$ cat src/rtl/rhd_spi_sequencer.sv
// Frame sequencer for one RHD2132 SPI port: walks slots 0..NUM_SLOTS-1, shifts each
// selected 16-bit command out MSB-first and returns MISO words tagged with their channel.
module rhd_spi_sequencer #(
    parameter int NUM_SLOTS      = 35,
    parameter int CLK_DIV        = 1,
    parameter int CS_HIGH_CYCLES = 4,
    parameter int AUX_AW         = 10
) (
    input  logic              clk,
    input  logic              rst_n,
    input  logic              run,
    input  logic              settle_req,
    input  logic [AUX_AW-1:0] aux_loop_end,
    input  logic [15:0]       MOSI_cmd,
    output logic [5:0]        channel,
    output logic              DSP_settle,
    output logic [AUX_AW-1:0] aux_index,
    output logic              cs_n,
    output logic              sclk,
    output logic              mosi,
    input  logic              miso,
    output logic [15:0]       rx_data,
    output logic [5:0]        rx_channel,
    output logic              rx_valid,
    output logic              frame_start,
    output logic              busy
);
    localparam int DIV_W = (CLK_DIV > 1) ? $clog2(CLK_DIV) : 1;
    localparam int GAP_W = $clog2(CS_HIGH_CYCLES);

    typedef enum logic [1:0] {ST_IDLE, ST_LOAD, ST_SHIFT, ST_GAP} state_t;

    state_t            state_q;
    logic [5:0]        channel_q;
    logic              settle_q;
    logic [AUX_AW-1:0] aux_index_q;
    logic              cs_n_q;
    logic              sclk_q;
    logic              mosi_q;
    logic [14:0]       shreg_q;
    logic [14:0]       rxreg_q;
    logic [15:0]       rx_data_q;
    logic [5:0]        rx_channel_q;
    logic              rx_valid_q;
    logic              frame_start_q;
    logic [DIV_W-1:0]  div_q;
    logic [3:0]        bit_q;
    logic [GAP_W-1:0]  gap_q;
    logic [1:0]        warm_q;

    logic              gap_done;
    logic              last_slot;
    logic              start_frame;
    logic [AUX_AW-1:0] aux_index_d;
    logic [5:0]        rx_channel_d;
    logic [15:0]       rx_word_d;

    always_comb begin
        gap_done     = (state_q == ST_GAP) && (gap_q == GAP_W'(CS_HIGH_CYCLES - 1));
        last_slot    = (channel_q == 6'(NUM_SLOTS - 1));
        start_frame  = ((state_q == ST_IDLE) && run) || (gap_done && last_slot && run);
        // Natural overflow gives the wrap to 0 when the index is already past aux_loop_end.
        aux_index_d  = (aux_index_q == aux_loop_end) ? '0 : aux_index_q + 1'b1;
        // The RHD answers two commands late, so the word belongs to slot-2 (mod frame).
        rx_channel_d = (channel_q >= 6'd2) ? channel_q - 6'd2 : channel_q + 6'(NUM_SLOTS - 2);
        rx_word_d    = {rxreg_q, miso};
    end

    always_ff @(posedge clk or negedge rst_n) begin
        if (!rst_n) begin
            state_q       <= ST_IDLE;
            channel_q     <= '0;
            settle_q      <= 1'b0;
            aux_index_q   <= '0;
            cs_n_q        <= 1'b1;
            sclk_q        <= 1'b0;
            mosi_q        <= 1'b0;
            shreg_q       <= '0;
            rxreg_q       <= '0;
            rx_data_q     <= '0;
            rx_channel_q  <= '0;
            rx_valid_q    <= 1'b0;
            frame_start_q <= 1'b0;
            div_q         <= '0;
            bit_q         <= '0;
            gap_q         <= '0;
            warm_q        <= '0;
        end else begin
            rx_valid_q    <= 1'b0;
            frame_start_q <= 1'b0;
            case (state_q)
                ST_IDLE: begin
                    if (run) warm_q <= '0;
                end
                ST_LOAD: begin
                    shreg_q <= MOSI_cmd[14:0];
                    mosi_q  <= MOSI_cmd[15];
                    div_q   <= '0;
                    bit_q   <= '0;
                    state_q <= ST_SHIFT;
                end
                ST_SHIFT: begin
                    if (div_q == DIV_W'(CLK_DIV - 1)) begin
                        div_q  <= '0;
                        sclk_q <= ~sclk_q;
                        if (sclk_q) begin
                            rxreg_q <= rx_word_d[14:0];
                            shreg_q <= {shreg_q[13:0], 1'b0};
                            if (bit_q == 4'd15) begin
                                state_q <= ST_GAP;
                                cs_n_q  <= 1'b1;
                                mosi_q  <= 1'b0;
                                gap_q   <= '0;
                                if (warm_q == 2'd2) begin
                                    rx_valid_q   <= 1'b1;
                                    rx_data_q    <= rx_word_d;
                                    rx_channel_q <= rx_channel_d;
                                end
                            end else begin
                                bit_q  <= bit_q + 4'd1;
                                mosi_q <= shreg_q[14];
                            end
                        end
                    end else begin
                        div_q <= div_q + 1'b1;
                    end
                end
                ST_GAP: begin
                    gap_q <= gap_q + 1'b1;
                    if (gap_done) begin
                        if (warm_q != 2'd2) warm_q <= warm_q + 2'd1;
                        if (last_slot) begin
                            aux_index_q <= aux_index_d;
                            if (!run) state_q <= ST_IDLE;
                        end else begin
                            channel_q <= channel_q + 6'd1;
                            cs_n_q    <= 1'b0;
                            state_q   <= ST_LOAD;
                        end
                    end
                end
                default: state_q <= ST_IDLE;
            endcase
            // Frame entry (from IDLE or wrap) overrides the per-state updates above.
            if (start_frame) begin
                state_q       <= ST_LOAD;
                channel_q     <= '0;
                cs_n_q        <= 1'b0;
                frame_start_q <= 1'b1;
                settle_q      <= settle_req;
            end
        end
    end

    assign channel     = channel_q;
    assign DSP_settle  = settle_q;
    assign aux_index   = aux_index_q;
    assign cs_n        = cs_n_q;
    assign sclk        = sclk_q;
    assign mosi        = mosi_q;
    assign rx_data     = rx_data_q;
    assign rx_channel  = rx_channel_q;
    assign rx_valid    = rx_valid_q;
    assign frame_start = frame_start_q;
    assign busy        = (state_q != ST_IDLE);
endmodule

$ cat config.mk
export PLATFORM = sky130hd
export DESIGN_NAME = rhd_spi_sequencer
export DESIGN_NICKNAME = d
export VERILOG_FILES = /design/src/rtl/rhd_spi_sequencer.sv
export SDC_FILE = /design/constraint.sdc
export NUM_CORES = 1
export LEC_CHECK = 0
export CAP_MARGIN = 40
export CORE_ASPECT_RATIO = 0.5
export CORE_UTILIZATION = 47
export DETAILED_ROUTE_END_ITERATION = 8
export PLACE_DENSITY_LB_ADDON = 0.12
export SKIP_LAST_GASP = 1
export SYNTH_ARGS = -nofsm -noshare
export SYNTH_HDL_FRONTEND = slang
export SYNTH_SLANG_ARGS = --single-unit
export TNS_END_PERCENT = 20
$ cat constraint.sdc
create_clock -name clk -period 1.8 [get_ports clk]
set_clock_uncertainty 0.05 [all_clocks]
set_input_delay 0.45 -clock clk [delete_from_list [all_inputs] [get_ports clk]]
set_output_delay 0.45 -clock clk [all_outputs]
set_load 0.02 [all_outputs]
; ---- Word-level counts from Yosys, hierarchy flattened
; Index checks and enable logic that the tools add are counted.
[word_totals]
regBits = 85
latchBits = 0
ramBits = 0
romBits = 0
input_bits = 31
output_inout_bits = 45
wordCells = 124
mem_count = 0
[classes]
add_sub_neg = 8
n_mul = 0
div = 0
n_lt_le_gt_ge = 1
n_eq_ne = 23
shifts = 0
mux = 48
bitwise_logic = 2
n_reduce_logical = 25
[ops]
columns = op, count
row1 = $mux W15, 2
row2 = $mux W6, 5
row3 = $pmux W15 S2, 1
row4 = $mux W2, 13
row5 = $mux W1, 16
row6 = $ne A3 B3 Y1 const B, 5
row7 = $ne A2 B2 Y1 const B, 7
row8 = $mux W4, 3
row9 = $reduce_and A3 Y1, 4
row10 = $reduce_and A4 Y1, 3
row11 = $reduce_and A6 Y1, 2
row12 = $reduce_bool A2 Y1, 6
row13 = $add A10 B1 Y10 const B, 1
row14 = $eq A10 B10 Y1, 1
row15 = $mux W10, 1
row16 = $eq A2 B2 Y1 const B, 4
row17 = $pmux W2 S2, 2
row18 = $pmux W4 S2, 1
row19 = $add A6 B1 Y6 const B, 1
row20 = $add A6 B6 Y6 const B, 1
row21 = $eq A6 B6 Y1 const B, 1
row22 = $ge A6 B2 Y1 const B, 1
row23 = $pmux W1 S2, 3
row24 = $pmux W2 S3, 1
row25 = other kinds (16), 22

; ---- Logic depth before layout (Yosys ltp)
; Gate-level depths: netlist of the first run.
[logic_depth]
depth_word = 7
mapped_depth = 9
ltp_nobuf = 8

; ---- Worst setup path after synthesis of the first run
; No wires, ideal clock.
[synth_path]
path_type = flip-flop to flip-flop
from = register channel_q[1] (netlist: channel[1])
to = register state_q[0]
setup_ps = 133
t_arrival_ps = 1778
required_ps = 1617
slack_ps = -161
path_stages_with_launch = 7
n_path_buf = 0
period_less_slack_ps = 1961
cell_sequence = dfrtp_1 -> ha_1 -> nand3b_4 -> nor4_4 -> o21ai_2 -> a2111oi_2 -> a21oi_2
[synth_via]
elab_chain_len = 6
elab_cells_between_ends = 15
[synth_rtl]
columns = element, line
row1 = start: declaration, 34  ; logic [5:0] channel_q;
row2 = start signal: assignment, 136  ; channel_q <= channel_q + 6'd1;
row3 = $eq A6 B6 Y1 (*), 60  ; last_slot = (channel_q == 6'(NUM_SLOTS - 1));
row4 = $logic_and A1 B1 Y1 (2 in a row), 61  ; start_frame = ((state_q == ST_IDLE) && run) || (gap_done && last_slot && run);
row5 = $logic_or A1 B1 Y1, 61
row6 = $ne A4 B4 Y1 (no line) (tied with other cells), -
row7 = $reduce_and A6 Y1 (no line), -
row8 = end signal: assignment, 71  ; state_q <= ST_IDLE;
row9 = end signal: assignment, 100  ; state_q <= ST_SHIFT;
row10 = end signal: assignment, 110  ; state_q <= ST_GAP;
row11 = end: declaration, 33  ; state_t state_q;
; Every way passes the cells marked *; elsewhere a longest branch is shown, timed or not. The select of a mux whose other input is x is not followed.
; A chain may end at the register's enable or synchronous reset.

; ---- Final worst setup path of the first run
[layout_path]
from = register aux_index_q[0] (netlist: aux_index[0])
to = output port aux_index[0]
[layout_rtl]
columns = element, line
row1 = start: declaration, 36  ; logic [AUX_AW-1:0] aux_index_q;
row2 = start signal: assignment, 133  ; aux_index_q <= aux_index_d;
row3 = end: declaration, 17  ; output logic [AUX_AW-1:0] aux_index,
; No word-level cell between the ends.

==> results.cfg, run 1 <==
[worst_setup_path]
worstPathRequired_ns = 1.30
crit_chain = clkdlybuf4s50_1
crit_slowest_cell = clkdlybuf4s50_1
worst_ep_arrival_time_ns = 1.41
rr_endpoint = aux_index[2]
startpoint = aux_index[0]
crit_fanout = 5
r2r_cells = 8
crit_cells = 1
end_kind = primary output
cp-start-kind = flip-flop
crit_path_end = aux_index[0]
cp_top_family = buffers and inverters
worstReg2RegStart = channel[0]
critPathBufInv = 1
ff2ff_setup_slack_ns = -0.06
critPathMaxStageDelay_ns = 0.64
crit_type = reg2out

[floorplanning]
core_sq_mm = 0.008230
start_util_pct = 49.79
row_count = 23
die_h_microns = 68.03
die_width_microns = 134.1
fp.dieArea_sq_mm = 0.009119
ioPinCount = 76

[yosys]
ys_ff_latch = 84
synth_top_flop_cell = dfrtp_1
synth_area_sq_mm = 0.004098
synth-simple-area-share_pct = 12.46
syn_area_per_cell_sq_um = 11.23
synth_top_family_by_area = multiplexers
yosysUniqueCellTypes = 51
synth_nets = 408
synth-xor-area-share_pct = 4.458
synthArstFlopShare_pct = 100.0
synthAdderAreaFrac_pct = 3.664
ys_seq_area_share_pct = 51.33
yosys_warnings = 0
synthMuxAreaShare_pct = 14.02
synth_cells = 365
synth_edf_count = 0
synth_compound_area_share_pct = 10.14

[routing]
wl_per_cell_microns = 15.96
ant_nets = 0
wl_mm = 9.494
dr_total_vias = 3169
avgViaCountPerCell = 5.326
drtIter0Drc = 152
firstDrtPassIters = 4
drc = 0

[final_layout]
fin_area_sq_mm = 0.005705
drive_above_1_share_pct = 27.74
nNetsFinal = 522
area_growth_syn_to_layout_pct = 39.24
fin_util_pct = 69.32
num_antenna_cells = 0
fin_cells = 595
fillCellCount = 624

[global_route]
antenna_found_initial = 0
grt_pass1_vias = 3091
gr-usage-all-layers_pct = 21.01
grt_pass1_wl_mm = 14.49
grt_start_max_net_pins = 32
overflow = 0

[clock_tree]
htreeDepth = 3
clock_path_buffers = 2
clkLatencyLatePin_ns = 0.33
cts_tree = built
cts_root_buffer = clkbuf_16
numCtsBuffers = 9
ctsHoldBuffers = 0
path_clk_slew_ns = 0.06
cts_num_sinks = 84

[worst_hold_path]
hold_class = in2async

[outcome]
status = finished, violations left
violations = setup timing

[run]
cap_viol_max_count = 0

[pwr]
seqPwrFrac_pct = 35.3
power.leakage_uw = 0.002743
clkPwrFrac_pct = 22.0
p_comb_share_pct = 42.7
vdd_drop_max_mv = 0.6643
p_int_uw = 4800
switchingPower_uw = 2678
p_per_area_mw_per_mm2 = 1311
switching_share_pct = 35.81

[place]
dp_hpwl_mm = 6.396
place_area_sq_mm = 0.005219
placedCellCount = 572
portBuffers = 75
place_congestion = 0.8578

[timing]
finalCritPeriodShare_pct = 106.0
slew_headroom_pct = 71.57
setup-tns-final_ns = -0.8818
finalHoldViolCount = 0
setup_violations = 30
max_freq_mhz = 523.9
rsz0062_at_grt = true
worst_slack_ns = -0.1087
drv_slew = 0
period_needed_ns = 1.909
tightest_slew_ns = 0.4264
-- cell families after synthesis --
group	Yosys count
AND/OR/NAND/NOR	101
flip-flops	84
AO/OA/AOI/OAI	65
multiplexers	53
buffers and inverters	30
XOR/XNOR	20
adder cells (fa/ha/maj)	12
-- final cells by class --
| type | count | area, sq um | area share, % |
|---|---|---|---|
| Timing Repair Buffer | 119 | 1182 | 20.72 |
| Tap cell | 112 | 140.1 | 2.456 |
| Inverter | 14 | 55.05 | 0.9649 |
| Multi-Input combinational cell | 251 | 1961 | 34.36 |
| Clock inverter | 4 | 26.28 | 0.4605 |
| Sequential cell | 84 | 2108 | 36.95 |
| Clock buffer | 11 | 232.7 | 4.079 |
-- cells in the mapped netlist, drive strengths merged, types with 4 or more instances --
library cell,number,area (sq um)
a21oi,10,53.80
inv,14,52.55
nor4,4,46.29
a22o,6,52.55
nand3,7,35.03
and3,6,38.79
clkbuf,4,25.02
nand4,8,56.30
ha,12,150.1
o21ai,34,173.9
dfrtp,83,2077
xnor2,13,121.4
mux2,35,394.1
xor2,7,61.31
mux2i,18,180.2
buf,12,83.82
nor2,25,93.84
nand2,36,135.1
nor3,5,25.02
-- cell usage in the layout (no fill, tap or decap), types with 2 or more instances in the layout --
cell              n
clkbuf_1          2
o21ai_1           2
inv_2             2
a21oi_1           8
dfrtp_2           4
clkinv_2          2
a32o_1            2
nand4_1           7
nor2_1           22
buf_6             3
xnor2_1          12
dfrtp_1          79
xor2_1            7
buf_12            5
and3_1            5
clkbuf_16         9
a21oi_2           2
nor2b_1           3
clkdlybuf4s50_1  51
dlymetal6s2s_1   14
nor4_4            3
nand3_1           7
nand2_1          34
and2_1            2
ha_1              8
inv_1            11
ha_2              3
mux2_2           34
dlygate4sd2_1     8
buf_4            37
mux2i_1          18
a22o_1            6
nor2_2            3
nor3_1            4
o21ai_2           8
nand2_2           2
o21ai_0          24
-- flip-flops by register name (all words and copies together) (netlist names) --
| name | flops |
|---|---|
| DSP_settle | 1 |
| aux_index | 10 |
| bit_q | 4 |
| channel | 6 |
| cs_n | 1 |
| frame_start | 1 |
| gap_q | 2 |
| mosi | 1 |
| rx_channel | 6 |
| rx_data | 16 |
| rx_valid | 1 |
| rxreg_q | 15 |
| sclk | 1 |
| shreg_q | 15 |
| state_q | 2 |
| warm_q | 2 |
-- power by group through the flow --
stage          combinational (uW)  sequential, uW  clock, uW
2_1_floorplan                1780            2730          0
3_3_place_gp                 2890            2630          0
3_5_place_dp                 3030            2660          0
4_1_cts                      3080            2640       1680
5_1_grt                      3500            2700       1770
6_report                     3200            2640       1640
-- worst min path at each step --
stage / from / depth (start not counted) / endpoint / slack [ns]
3_5_place_dp: rst_n / 1 / rx_data[7] / 0.37
2_1_floorplan: rst_n / 0 / DSP_settle / 0.10
6_report: rst_n / 1 / rx_data[7] / 0.003
5_1_grt: rst_n / 1 / rx_data[7] / 0.03
3_3_place_gp: rst_n / 1 / rxreg_q[6] / 0.36
4_1_cts: rst_n / 1 / rxreg_q[12] / 0.007
-- per-stage QoR --
stage	hold WS [ns]	setup slack (ns)	power [uW]
finish	0.002610	-0.1087	7478
global route	0.02549	-0.1533	7972
CTS	0.006707	-0.1616	7398
detailed placement	0.3664	-0.4365	5687
global placement	0.3598	-0.3725	5514
floorplan	0.1044	-0.1214	4513
-- metal layers --
metal	routed length [microns]	track usage, %	part of all wire [%]
met4	170	9.129	1.8
met5	0	0	0
met3	514	6.519	5.4
met2	4511	34.84	48
met1	4297	25.96	45
-- repair_timing --
item / 4_1_cts / 5_1_grt
setup endpoints to repair: 63 / 94
cloned: 0 / 2
pin swaps: 3 / 18
gates resized for setup: 16 / 50
buffers inserted: 1 / 5
No activity file was read; power rests on OpenSTA's default activity.
==> run 2, diff against run 1 <==
--- a/config.mk
+++ b/config.mk
@@ -6,7 +6,6 @@
 export NUM_CORES = 1
 export LEC_CHECK = 0
 export CAP_MARGIN = 40
-export CORE_ASPECT_RATIO = 0.5
 export CORE_UTILIZATION = 47
 export DETAILED_ROUTE_END_ITERATION = 8
 export PLACE_DENSITY_LB_ADDON = 0.12
==> results.cfg, run 2 (synthesis results as in run 1) <==
[final_layout]
layout_commonest_cell = dfrtp_1
fillCellCount = 703
nNetsFinal = 523
multi_input_area_sq_mm = 0.001892
num_antenna_cells = 0
final_cell_mix = dfrtp_1 (80), clkdlybuf4s50_1 (56), buf_4 (42), nand2_1 (35), mux2_2 (35)
area_growth_syn_to_layout_pct = 33.80
fin_cells = 590
largest_reg_flops = 16
drive_above_1_share_pct = 25.15
final-seq-area_sq_mm = 0.002107

[routing]
wl_per_cell_microns = 13.89
firstDrtPassIters = 4
drtIter0Drc = 121
avgViaCountPerCell = 5.275
drc = 0
wl_mm = 8.196
ant_nets = 0
dr_total_vias = 3112

[worst_setup_path]
critPathMaxStageDelay_ns = 0.62
worstPathRequired_ns = 1.30
ff2ff_setup_slack_ns = -0.01
crit_slowest_cell = clkdlybuf4s50_1
end_kind = primary output
crit_fanout = 3
cp-start-kind = flip-flop
worst_ep_arrival_time_ns = 1.36
crit_type = reg2out
cp_top_family = buffers and inverters
critPathBufInv = 1
crit_chain = clkdlybuf4s50_1

[global_route]
grt_pass1_wl_mm = 14.24
grt_start_max_net_pins = 37
overflow = 0
grt_pass1_vias = 3132
antenna_found_initial = 0
gr-usage-all-layers_pct = 20.20

[pwr]
finalPower_uw = 6914
vdd_drop_max_mv = 0.6695
p_per_area_mw_per_mm2 = 1261
power.leakage_uw = 0.002644

[floorplanning]
fp.dieArea_sq_mm = 0.009095
row_count = 33
start_util_pct = 49.13
ioPinCount = 76
die_h_microns = 95.37
core_sq_mm = 0.008341
die_width_microns = 95.37

[timing]
rsz0062_at_grt = true
tightest_slew_ns = 0.4176
setup_violations = 25
finalCritPeriodShare_pct = 103.2
worst_slack_ns = -0.05703
finalHoldViolCount = 0
slew_headroom_pct = 71.91
period_needed_ns = 1.857
drv_slew = 0
max_freq_mhz = 538.5

[worst_hold_path]
hold_class = in2async

[clock_tree]
clkLatencyLatePin_ns = 0.35
cts_root_buffer = clkbuf_8
cts_num_sinks = 84
cts_tree = built
htreeDepth = 3
path_clk_slew_ns = 0.09
clock_path_buffers = 2
numCtsBuffers = 9

[place]
place_congestion = 0.7774
dp_hpwl_mm = 5.994
placedCellCount = 571
portBuffers = 75

[outcome]
violations = setup timing
status = finished, violations left

[run]
cap_viol_max_count = 0
## run 2: cell types whose count changed in the layout (fill, tap and decap cells not counted), sizes merged
cell	previous run	this run
clkbuf	11	10
clkdlybuf4s50	51	56
clkinv	2	3
dlygate4sd2	8	10
buf	46	45
dlymetal6s2s	14	7
dlygate4sd3	0	1
inv	15	17
## run 2: layout make-up
| class | count | area share, % |
|---|---|---|
| clock buffers | 9 | 2.259 |
| well taps | 105 | 2.396 |
| multi-input cells | 251 | 34.50 |
| inverters | 14 | 0.9585 |
| repair buffers | 120 | 20.38 |
| clock inverters | 7 | 1.073 |
| flip-flops and latches | 84 | 38.43 |
## run 2: path summary, 6_finish.rpt
path,endpoint,depth (start not counted),startpoint
min in group clk,DSP_settle,2,DSP_settle
max,sclk,1,sclk
max in group asynchronous,rxreg_q[14],3,rst_n
max reg2reg,aux_index[2],7,channel[0]
min,frame_start,2,rst_n
min reg2reg,DSP_settle,2,DSP_settle
## run 2: repair_timing
action                                  CTS  global route
buffers inserted                          0             2
resized for setup                        16            19
hold endpoints to repair                  9             0
hold buffers                              1             0
pin swaps                                 0             5
endpoints found under the setup margin   62            79
## run 2: stage by stage
step | hold slack [ns] | setup WS (ns) | util (%) | cell area [sq um] | setup TNS (ns)
2_1_floorplan | 0.1044 | -0.1214 | - | 4109 | -0.2587
3_3_place_gp | 0.2588 | -0.4311 | 62.51 | 5214 | -3.455
3_5_place_dp | 0.2595 | -0.3958 | 62.51 | 5214 | -3.140
4_1_cts | 0.4133 | -0.1610 | 64.85 | 5409 | -2.679
5_1_grt | 0.4344 | -0.1174 | 65.74 | 5483 | -4.369
6_report | 0.4267 | -0.05703 | 65.74 | 5483 | -0.3730
## run 2: per-layer routing
layer  global-route usage [%]  routed length, microns
met4                    6.095                      97
met2                    34.11                    4051
met3                    5.343                     400
met5                        0                       0
met1                    25.35                    3646
## run 2: power by group
part           switching, uW  total, uW  internal [uW]
sequential               284       2620           2340
combinational           1560       3040           1480
clock                    731       1250            523
==> run 3, diff against run 2 <==
--- a/config.mk
+++ b/config.mk
@@ -7,6 +7,7 @@
 export LEC_CHECK = 0
 export CAP_MARGIN = 40
 export CORE_UTILIZATION = 47
+export CTS_BUF_LIST = sky130_fd_sc_hd__clkbuf_16
 export DETAILED_ROUTE_END_ITERATION = 8
 export PLACE_DENSITY_LB_ADDON = 0.12
 export SKIP_LAST_GASP = 1
==> results.cfg, run 3 (synthesis results as in run 1) <==
[clock_tree]
path_clk_slew_ns = 0.07
cts_num_sinks = 84
clock_path_buffers = 2
clkLatencyLatePin_ns = 0.34
numCtsBuffers = 9
htreeDepth = 3
cts_root_buffer = clkbuf_16
cts_tree = built

[outcome]
status = finished, violations left
violations = setup timing

[timing]
finalHoldViolCount = 0
slew_headroom_pct = 79.74
max_freq_mhz = 535.3
worst_slack_ns = -0.06828
rsz0062_at_grt = true
tightest_slew_ns = 0.3012
period_needed_ns = 1.868
drv_slew = 0
setup_violations = 15
finalCritPeriodShare_pct = 103.8

[worst_hold_path]
hold_class = reg2reg
min_path_cells = 2
hold_start = DSP_settle

[worst_setup_path]
crit_path_end = aux_index[9]
worstReg2RegStart = channel[0]
rr_endpoint = aux_index[5]
ff2ff_setup_slack_ns = -0.02
worstPathRequired_ns = 1.30
cp_top_family = buffers and inverters
crit_fanout = 4
crit_slowest_cell = clkdlybuf4s50_1
cp-start-kind = flip-flop
critPathBufInv = 1
worst_ep_arrival_time_ns = 1.37
end_kind = primary output
critPathMaxStageDelay_ns = 0.62
r2r_cells = 8
startpoint = aux_index[9]
crit_type = reg2out
crit_chain = clkdlybuf4s50_1
crit_cells = 1

[final_layout]
drive_above_1_share_pct = 27.49
nNetsFinal = 529
num_antenna_cells = 0
final_cell_mix = dfrtp_1 (78), clkdlybuf4s50_1 (53), buf_4 (44), nand2_1 (35), mux2_2 (35)
layout_commonest_cell = dfrtp_1
largest_reg_flops = 16
area_growth_syn_to_layout_pct = 38.87
fin_util_pct = 68.23

[floorplanning]
start_util_pct = 49.13
die_h_microns = 95.37
ioPinCount = 76
core_sq_mm = 0.008341
row_count = 33
die_width_microns = 95.37
fp.dieArea_sq_mm = 0.009095

[routing]
firstDrtPassIters = 4
wl_per_cell_microns = 14.30
avgViaCountPerCell = 5.265
ant_nets = 0
wl_mm = 8.522
dr_total_vias = 3138
drc = 0
drtIter0Drc = 128

[global_route]
antenna_found_initial = 0
grt_pass1_wl_mm = 14.36
overflow = 0
gr-usage-all-layers_pct = 20.46
grt_pass1_vias = 3177
grt_start_max_net_pins = 37

[place]
dp_hpwl_mm = 5.994
place_congestion = 0.7774
portBuffers = 75

[pwr]
finalPower_uw = 7409
vdd_drop_max_mv = 0.7419
p_per_area_mw_per_mm2 = 1302
power.leakage_uw = 0.002763

[run]
cap_viol_max_count = 0
## run 3: metrics by stage
step | setup TNS [ns] | instance area [sq um] | hold slack, ns | worst slack, ns | cells
4_1_cts | -2.238 | 5510 | 0.4291 | -0.1523 | 588
2_1_floorplan | -0.2587 | 4109 | 0.1044 | -0.1214 | 365
3_3_place_gp | -3.455 | 5214 | 0.2588 | -0.4311 | 571
5_1_grt | -2.969 | 5690 | 0.4665 | -0.1184 | 596
6_report | -0.3868 | 5690 | 0.4284 | -0.06828 | 596
3_5_place_dp | -3.140 | 5214 | 0.2595 | -0.3958 | 571
## run 3: area by class of cell
class                      count  area (sq um)
multi-input combinational    251          1918
clock inverter                 7         58.81
fill                         675          2650
inverter                      14         52.55
timing repair buffer         126          1195
tap                          105         131.4
sequential                    84          2110
clock buffer                   9         225.2
## run 3: report_power, final
part | leakage (uW) | switching (uW) | internal, uW
clock network | 0.000138 | 792 | 956
logic | 0.00153 | 1540 | 1490
registers | 0.00110 | 290 | 2340
## run 3: how the worst min path moves through the flow
stage	to	slack [ns]
floorplan	DSP_settle	0.10
global placement	frame_start	0.26
detailed placement	frame_start	0.26
CTS	DSP_settle	0.43
global route	frame_start	0.47
finish	DSP_settle	0.43
## run 3: repair_timing
action                                 in CTS  in global routing
setup endpoints to repair                  43                 83
cloned                                      0                  2
pin swaps                                   0                 16
gates resized for setup                    11                 38
endpoints found under the hold margin       9                  0
hold buffers                                1                  0
buffers inserted                            0                  6
## run 3: layer usage
layer / global-route usage, % / wire, microns
met5: 0 / 0
met4: 9.453 / 191
met3: 3.748 / 358
met2: 34.88 / 4254
met1: 25.10 / 3717
